`src/rtl/ca_row_ctrl_pkg.sv`:
```
// ---------------------------------------------------------------------------
// ca_row_ctrl_pkg
//   Shared defaults and FSM state encoding for the CA row sequencer.
//   Rev 1.0
// ---------------------------------------------------------------------------
`default_nettype none

package ca_row_ctrl_pkg;

  // Default geometry: 2560 pixels per row at 16 bits per word.
  localparam int CA_WORDS = 160;
  localparam int CA_AW    = 8;
  localparam int CA_DW    = 16;

  // Row-fill sequencer states.
  typedef enum logic [1:0] {
    CA_IDLE  = 2'd0,
    CA_START = 2'd1,
    CA_FILL  = 2'd2,
    CA_READY = 2'd3
  } ca_state_e;

  // Beat counter must reach WORDS itself without wrapping.
  function automatic int ca_cnt_width(input int words);
    return $clog2(words + 1);
  endfunction

endpackage

`default_nettype wire

```
`src/rtl/ca_wr_arb.sv`:
```
// ---------------------------------------------------------------------------
// ca_wr_arb
//   Two-way fixed-priority write mux for the line-buffer write port.
//   Generator beats win; the host is granted in any cycle without a beat.
//   All mem_* outputs are registered (one cycle after acceptance/grant).
//   Rev 1.0
// ---------------------------------------------------------------------------
`default_nettype none

module ca_wr_arb #(
  parameter int AW = 8,
  parameter int DW = 16
) (
  input  logic          clk,
  input  logic          rst_n,
  input  logic          gen_vld_i,
  input  logic [AW:0]   gen_addr_i,
  input  logic [DW-1:0] gen_data_i,
  input  logic          dbg_req_i,
  input  logic [AW:0]   dbg_addr_i,
  input  logic [DW-1:0] dbg_data_i,
  output logic          dbg_gnt_o,
  output logic          mem_we_o,
  output logic [AW:0]   mem_waddr_o,
  output logic [DW-1:0] mem_wdata_o
);

  logic          we_q,    we_d;
  logic [AW:0]   waddr_q, waddr_d;
  logic [DW-1:0] wdata_q, wdata_d;
  logic          gnt;

  // Host grant is combinational; held low while reset is asserted.
  assign gnt = dbg_req_i & ~gen_vld_i & rst_n;

  // Select the winning requester; hold address/data when nobody writes.
  always_comb begin
    we_d    = 1'b0;
    waddr_d = waddr_q;
    wdata_d = wdata_q;
    if (gen_vld_i) begin
      we_d    = 1'b1;
      waddr_d = gen_addr_i;
      wdata_d = gen_data_i;
    end else if (gnt) begin
      we_d    = 1'b1;
      waddr_d = dbg_addr_i;
      wdata_d = dbg_data_i;
    end
  end

  // Register the write port.
  always_ff @(posedge clk or negedge rst_n) begin
    if (!rst_n) begin
      we_q    <= 1'b0;
      waddr_q <= '0;
      wdata_q <= '0;
    end else begin
      we_q    <= we_d;
      waddr_q <= waddr_d;
      wdata_q <= wdata_d;
    end
  end

  assign dbg_gnt_o   = gnt;
  assign mem_we_o    = we_q;
  assign mem_waddr_o = waddr_q;
  assign mem_wdata_o = wdata_q;

endmodule

`default_nettype wire

```
`src/rtl/ca_row_ctrl.sv`:
```
// ---------------------------------------------------------------------------
// ca_row_ctrl
//   Sequences the CA row generator into a ping-pong line buffer. The
//   generator fills the back bank (~front_bank) while scan-out reads the
//   front bank; banks swap on line_sync only once the back bank is full.
//   A late line_sync re-displays the front bank and sets sticky overrun.
//   Rev 1.0
// ---------------------------------------------------------------------------
`default_nettype none

module ca_row_ctrl
  import ca_row_ctrl_pkg::*;
#(
  parameter int WORDS = CA_WORDS,
  parameter int AW    = CA_AW,
  parameter int DW    = CA_DW
) (
  input  logic          clk,
  input  logic          rst_n,
  input  logic          enable,
  input  logic          line_sync,
  output logic          gen_start,
  input  logic          gen_write,
  input  logic [AW-1:0] gen_waddr,
  input  logic [DW-1:0] gen_wdata,
  input  logic          dbg_req,
  input  logic          dbg_bank,
  input  logic [AW-1:0] dbg_addr,
  input  logic [DW-1:0] dbg_data,
  output logic          dbg_gnt,
  output logic          mem_we,
  output logic [AW:0]   mem_waddr,
  output logic [DW-1:0] mem_wdata,
  output logic          front_bank,
  output logic          overrun,
  input  logic          overrun_clr
);

  localparam int            CW        = ca_cnt_width(WORDS);
  localparam logic [CW-1:0] LAST_BEAT = CW'(WORDS - 1);
  localparam logic [AW:0]   WORDS_LIM = (AW+1)'(WORDS);

  ca_state_e     state_q,   state_d;
  logic          front_q,   front_d;
  logic [CW-1:0] count_q,   count_d;
  logic          overrun_q, overrun_d;
  logic          beat_acc;
  logic          ovr_set;

  // A beat only counts in FILL and only for an in-range word address.
  assign beat_acc = (state_q == CA_FILL) && gen_write && ({1'b0, gen_waddr} < WORDS_LIM);

  // Next-state, bank swap, beat counting and overrun detection.
  always_comb begin
    state_d   = state_q;
    front_d   = front_q;
    count_d   = count_q;
    gen_start = 1'b0;
    ovr_set   = 1'b0;
    case (state_q)
      CA_IDLE: begin
        if (enable) state_d = CA_START;
      end
      CA_START: begin
        gen_start = 1'b1;
        count_d   = '0;
        state_d   = CA_FILL;
      end
      CA_FILL: begin
        if (beat_acc) begin
          count_d = count_q + 1'b1;
          if (count_q == LAST_BEAT) state_d = CA_READY;
        end
      end
      CA_READY: begin
        if (line_sync) begin
          front_d = ~front_q;
          state_d = enable ? CA_START : CA_IDLE;
        end
      end
      default: state_d = CA_IDLE;
    endcase
    // A line_sync before READY is a missed swap, unless we are idle and
    // disabled. A final beat coinciding with line_sync is still late.
    if (line_sync && (state_q != CA_READY) &&
        (enable || (state_q == CA_START) || (state_q == CA_FILL)))
      ovr_set = 1'b1;
    // Set has priority over clear.
    overrun_d = ovr_set | (overrun_q & ~overrun_clr);
  end

  // State, bank select, counter and sticky overrun registers.
  always_ff @(posedge clk or negedge rst_n) begin
    if (!rst_n) begin
      state_q   <= CA_IDLE;
      front_q   <= 1'b0;
      count_q   <= '0;
      overrun_q <= 1'b0;
    end else begin
      state_q   <= state_d;
      front_q   <= front_d;
      count_q   <= count_d;
      overrun_q <= overrun_d;
    end
  end

  ca_wr_arb #(
    .AW (AW),
    .DW (DW)
  ) u_arb (
    .clk         (clk),
    .rst_n       (rst_n),
    .gen_vld_i   (beat_acc),
    .gen_addr_i  ({~front_q, gen_waddr}),
    .gen_data_i  (gen_wdata),
    .dbg_req_i   (dbg_req),
    .dbg_addr_i  ({dbg_bank, dbg_addr}),
    .dbg_data_i  (dbg_data),
    .dbg_gnt_o   (dbg_gnt),
    .mem_we_o    (mem_we),
    .mem_waddr_o (mem_waddr),
    .mem_wdata_o (mem_wdata)
  );

  assign front_bank = front_q;
  assign overrun    = overrun_q;

endmodule

`default_nettype wire

```
`config.mk`:
```
export PLATFORM = sky130hd
export DESIGN_NAME = ca_row_ctrl
export DESIGN_NICKNAME = d
export VERILOG_FILES = /design/src/rtl/ca_row_ctrl_pkg.sv /design/src/rtl/ca_wr_arb.sv /design/src/rtl/ca_row_ctrl.sv
export SDC_FILE = /design/constraint.sdc
export NUM_CORES = 1
export LEC_CHECK = 0
export BUFFER_PORTS_ARGS = -buffer_cell sky130_fd_sc_hd__buf_2
export CELL_PAD_IN_SITES_DETAIL_PLACEMENT = 1
export CELL_PAD_IN_SITES_GLOBAL_PLACEMENT = 1
export CORE_ASPECT_RATIO = 1.1
export CORE_UTILIZATION = 34
export DETAILED_ROUTE_END_ITERATION = 10
export PLACE_DENSITY = 0.87
export SLEW_MARGIN = 5
export SYNTH_ARGS = -nofsm -noshare
export SYNTH_HDL_FRONTEND = slang
export SYNTH_SLANG_ARGS = --single-unit
```
`constraint.sdc`:
```
create_clock -name clk -period 2.2 [get_ports clk]
set_input_delay 0.33 -clock clk [delete_from_list [all_inputs] [get_ports clk]]
set_output_delay 0.33 -clock clk [all_outputs]
set_load 0.03 [all_outputs]
```
* Word-level counts from Yosys, hierarchy flattened *
Index checks and enable logic that the tools add are counted.

word-level totals
  flip-flop bits (word level) = 38

cells by class
  magnitude comparators = 1
  reduce and logical (&&, ||, !) cells = 12
  bitwise operators = 7
  $add $sub $neg = 1
  mux-type cells = 16
  equal/unequal tests = 9

operator list
  cell                 count
  $mux 16              2
  $mux 9               2
  $pmux 8 s2           1
  $add 8x1->8 const B  1
  $eq 8x8->1 const B   1
  $lt 8x8->1 const B   1
  $mux 2               4
  $mux 8               1
  $pmux 2 s4           1
  $ne 2x2->1 const B   3
  $mux 1               5
  $eq 2x2->1 const B   2
  $logic_and 1x1->1    4
  $ne 2x1->1 const B   2
  $reduce_and 2->1     2
  $reduce_and 4->1     1
  $reduce_bool 2->1    2
  $and 1x1->1          3
  $not 1->1            3
  $eq 2x1->1 const B   1
  $logic_not 2->1      1
  $logic_or 1x1->1     2
  $or 1x1->1           1

* Depth between registers and ports, before layout *
  depth after elaboration = 8
  depth in mapped cells = 8
  depth with buffers taken out = 6

* By module *
From an unflattened synthesis, not the netlist that was laid out.

second synthesis, totals
  cells, all modules = 223
  area total of the unflattened synthesis = 2,321.0 µm²

by module, submodules not included
  module       area an instance (µm²)  sequential area each (µm²)  times used  cells an instance
  ca_wr_arb    1,556.5                 650.6                       1           146
  ca_row_ctrl  764.5                   300.3                       1           77

* Least setup slack after synthesis *
Ideal clock, no wire load.

  path kind = flip-flop to output port
  from = register state_q[0]
  to = output port dbg_gnt
  stages on the path, launching flop included = 7
  arrival time = 1,583 ps
  buffers on the path = 1
  required time = 1,870 ps
  slack = 287 ps
  cell sequence = dfrtp_1 -> inv_1 -> ha_1 -> nand2_1 -> nor2_1 -> clkbuf_1 -> nor2_1

between the ends
  longest elaborated chain between the ends = 6

RTL lines
  element                         line                text
  start, declared                 ca_row_ctrl.sv:43   ca_state_e state_q, state_d;
  start signal, assigned          ca_row_ctrl.sv:100  state_q <= state_d;
  $eq 2x2->1                      ca_row_ctrl.sv:51   assign beat_acc = (state_q == CA_FILL) && gen_write && ({1'b0, gen_waddr} < WORDS_LIM);
  $logic_and 1x1->1 (2 in a row)  ca_row_ctrl.sv:51
  $not 1->1                       ca_wr_arb.sv:34     assign gnt = dbg_req_i & ~gen_vld_i & rst_n;
  $and 1x1->1 (2 in a row)        ca_wr_arb.sv:34
  end, declared                   ca_row_ctrl.sv:30   output logic dbg_gnt,

No other way between the ends.

* Final worst setup path *
  from = register state_q[0]
  to = register state_q[1]

between the ends
  longest elaborated chain between the ends = 5

RTL lines
  element                            line
  $eq 2x2->1                         ca_row_ctrl.sv:51, ca_row_ctrl.sv:60
  $logic_and 1x1->1 (2 in a row)     ca_row_ctrl.sv:51
  $ne 2x1->1 (no source line)        -
  $reduce_and 4->1 (no source line)  -

Parallel ways exist; a longest one is shown, timed or not.
A chain may end at the register's enable or synchronous reset.

==> impl_metrics.env <==
export IMPL_route_vias_total=1677
export IMPL_cts_path_max_buffers=2
export IMPL_wl_met1_um=2170
export IMPL_grt_start_max_net_pins=40
export IMPL_cts_hold_buffers=0
export IMPL_critPathBufInv=1
export IMPL_critPathLaunchType="flop"
export IMPL_cp_required_ps=2390
export IMPL_grt_antenna_before_repair=0
export IMPL_overflow=0
export IMPL_n_fill_cell=648
export IMPL_status="completed"
export IMPL_slowest_delay_ps=460
export IMPL_port_buffers=85
export IMPL_layout_drive_gt1_share=0.381
export IMPL_first_global_vias=1691
export IMPL_fp_dieW_um=72.8
export IMPL_powerDensity_nw_per_um2=881
export IMPL_cp_slowest_cell="o41ai_4"
export IMPL_area_delta_synth_final_pct=36.8
export IMPL_period_share=0.977
export IMPL_fin_util=0.479
export IMPL_ys_warn_count=0
export IMPL_slew_headroom=0.630
export IMPL_place_gp_congestion=0.826
export IMPL_routed_wl_met3_um=254
export IMPL_maxUsedRoutingLayer="met4"
export IMPL_drc=0
export IMPL_worst_r2r_endpoint="state_q[1]"
export IMPL_dpl_hpwl_um=3840
export IMPL_fmax_ghz=0.465
export IMPL_ant_nets=0
export IMPL_routed_wl_um=5150
export IMPL_met2_length_um=2640
export IMPL_setup_ws_ps=50.6
export IMPL_crit_type="flop to flop"
export IMPL_clkTransAtPathRegs_ps=80
export IMPL_ys_types=32
export IMPL_insertedDiodeCount=0
export IMPL_syn_area_per_cell_um2=10.2
export IMPL_grt_first_pass_wirelength_um=8200
export IMPL_initial_core_util=0.350
export IMPL_critPathTopFamily="compound AO/OA/AOI/OAI gates"
export IMPL_finalMaxSlewViolations=0
export IMPL_grt_use_total=0.188
export IMPL_clock_sinks=38
export IMPL_p_comb_frac=0.267
export IMPL_syn_area_um2=1880
export IMPL_ir_drop_uv=322
export IMPL_p_sw_mw=0.734
export IMPL_r2r_cells=6
export IMPL_p_leak_nw=1.36
export IMPL_viasPerCell=4.82
export IMPL_cts_root_buf="clkbuf_8"
export IMPL_switching_share=0.325
export IMPL_drt_iter0_drc=27
export IMPL_drv_cap=0
export IMPL_p_clk_frac=0.332
export IMPL_setup_tns_ps=0
export IMPL_die_area_um2=5820
export IMPL_path_max_fanout=6
export IMPL_drt_wirelength_per_cell_um=14.8
export IMPL_arrival_ps=2340
export IMPL_clk_latency_ps=300
export IMPL_yosysSeqAreaShare=0.507
export IMPL_rrSetupSlack_ps=50
export IMPL_syn_nets=245
export IMPL_die_h_um=79.9
export IMPL_tritoncts="done"
export IMPL_nets=333
export IMPL_place_ws_ps=118
export IMPL_skew_ps=7.40
export IMPL_htree_num_levels=2
export IMPL_rows=28
export IMPL_worst_pin_slew_ps=553
export IMPL_final_area_um2=2560
export IMPL_p_int_mw=1.53
export IMPL_ys_seq_elements=38
export IMPL_min_period_ps=2150
export IMPL_timing_rr_start="state_q[0]"
export IMPL_drt_pass1_iter_count=4
export IMPL_post_cts_resized=0
export IMPL_post_cts_buffers=0
export IMPL_path_cells="inv_1 -> ha_2 -> nand4_1 -> o41ai_4 -> o211ai_1 -> mux2_4"
export IMPL_placed_cell_area_um2=2410
export IMPL_syn_inst=184
export IMPL_crit_start="state_q[0]"
export IMPL_p_seq_frac=0.401
export IMPL_setup_viol=0
export IMPL_cts_buffers=5
export IMPL_hp_class="input pin to asynchronous set/reset pin"
export IMPL_core_area_um2=5360
export IMPL_hold_viol=0
export IMPL_end_kind="flop"
export IMPL_ios=86
==> logic make-up (layout without fill, tap and decap cells) <==
kind of cell             after synthesis  in the layout  share of synthesized area
adder cells (fa/ha/maj)                5              5                     0.0334
AO/OA/AOI/OAI                         35             35                      0.109
flip-flops                            38             38                      0.507
XOR/XNOR                               8              8                     0.0374
AND/OR/NAND/NOR                       59             59                      0.142
multiplexers                          25             25                      0.137
buffers and inverters                 14            103                     0.0347
==> area by class of cell <==
| type | count | area [um^2] | share of cell area |
|---|---|---|---|
| Clock inverter | 2 | 60.1 | 0.0234 |
| Tap cell | 75 | 93.8 | 0.0366 |
| Clock buffer | 6 | 82.6 | 0.0322 |
| Sequential cell | 38 | 951 | 0.371 |
| Inverter | 5 | 18.8 | 0.00732 |
| Multi-Input combinational cell | 132 | 883 | 0.344 |
| Timing Repair Buffer | 90 | 475 | 0.185 |
==> power groups by stage <==
stage	combinational (mW)	clock [mW]	sequential [mW]
final	0.603	0.751	0.906
after global routing	0.664	0.784	0.922
after CTS	0.603	0.767	0.906
after detailed placement	0.596	0	0.916
after global placement	0.570	0	0.910
after floorplan	0.239	0	1.05
==> layout by cell type, fill, tap and decap left out, types with 3 or more instances in the layout <==
cell	n
buf_2	85
dfrtp_1	38
nand2_1	32
o21ai_0	25
mux2i_1	23
nor2_1	8
xnor2_1	8
clkbuf_8	6
inv_1	5
ha_1	4
buf_4	4
nor3_1	3
==> worst reg2reg max path: stages (launching register included) <==
cell and delay [ps]:
dfrtp_1 420, inv_1 120, ha_2 300, nand4_1 250
o41ai_4 460, o211ai_1 170, mux2_4 320
==> flip-flops by register name, indices dropped and copies added (netlist names) <==
signal,flops
u_arb.mem_waddr_o,9
state_q,2
u_arb.mem_we_o,1
overrun,1
count_q,8
u_arb.mem_wdata_o,16
front_bank,1
==> through the flow <==
step	std cells	power (mW)	hold WS [ps]
floorplan	184	1.29	34.4
global placement	340	1.48	490
detailed placement	340	1.51	488
CTS	348	2.28	163
global route	348	2.37	175
finish	348	2.26	140
==> synthesized netlist by cell type (all sizes together) <==
cell type,number,area share
inv,5,0.010
nor2,9,0.018
nand3b,1,0.0040
a21oi,1,0.0027
o32ai,1,0.0047
nor4b,1,0.0047
nand4,2,0.0067
nor3,3,0.0080
or2,1,0.0033
xnor2,8,0.037
mux2,2,0.014
dfrtp,38,0.51
nor3b,2,0.0080
a22o,1,0.0047
nor2b,2,0.0067
nand3,2,0.0053
ha,5,0.033
o211ai,1,0.0040
nor4,2,0.0067
o21a,1,0.0040
mux2i,23,0.12
o21ai,26,0.069
o21bai,1,0.0040
or3b,1,0.0047
a31oi,2,0.0067
o41ai,1,0.0087
buf,5,0.017
clkbuf,4,0.0080
nand2,33,0.066
==> layer usage <==
layer  global-route usage  vias up
met5                    0        -
li1                     -      807
met4               0.0824        0
met1                0.220      810
met3               0.0341        7
met2                0.331       53
==> worst max path at each step <==
stage | end | slack [ps] | cells past startpoint
2_1_floorplan | dbg_gnt | 290 | 6
3_3_place_gp | state_q[1] | 230 | 6
3_5_place_dp | state_q[1] | 120 | 6
4_1_cts | dbg_gnt | 10 | 6
5_1_grt | state_q[1] | -80 | 6
6_report | state_q[1] | 50 | 6
Power figures use the tool's default switching activity.
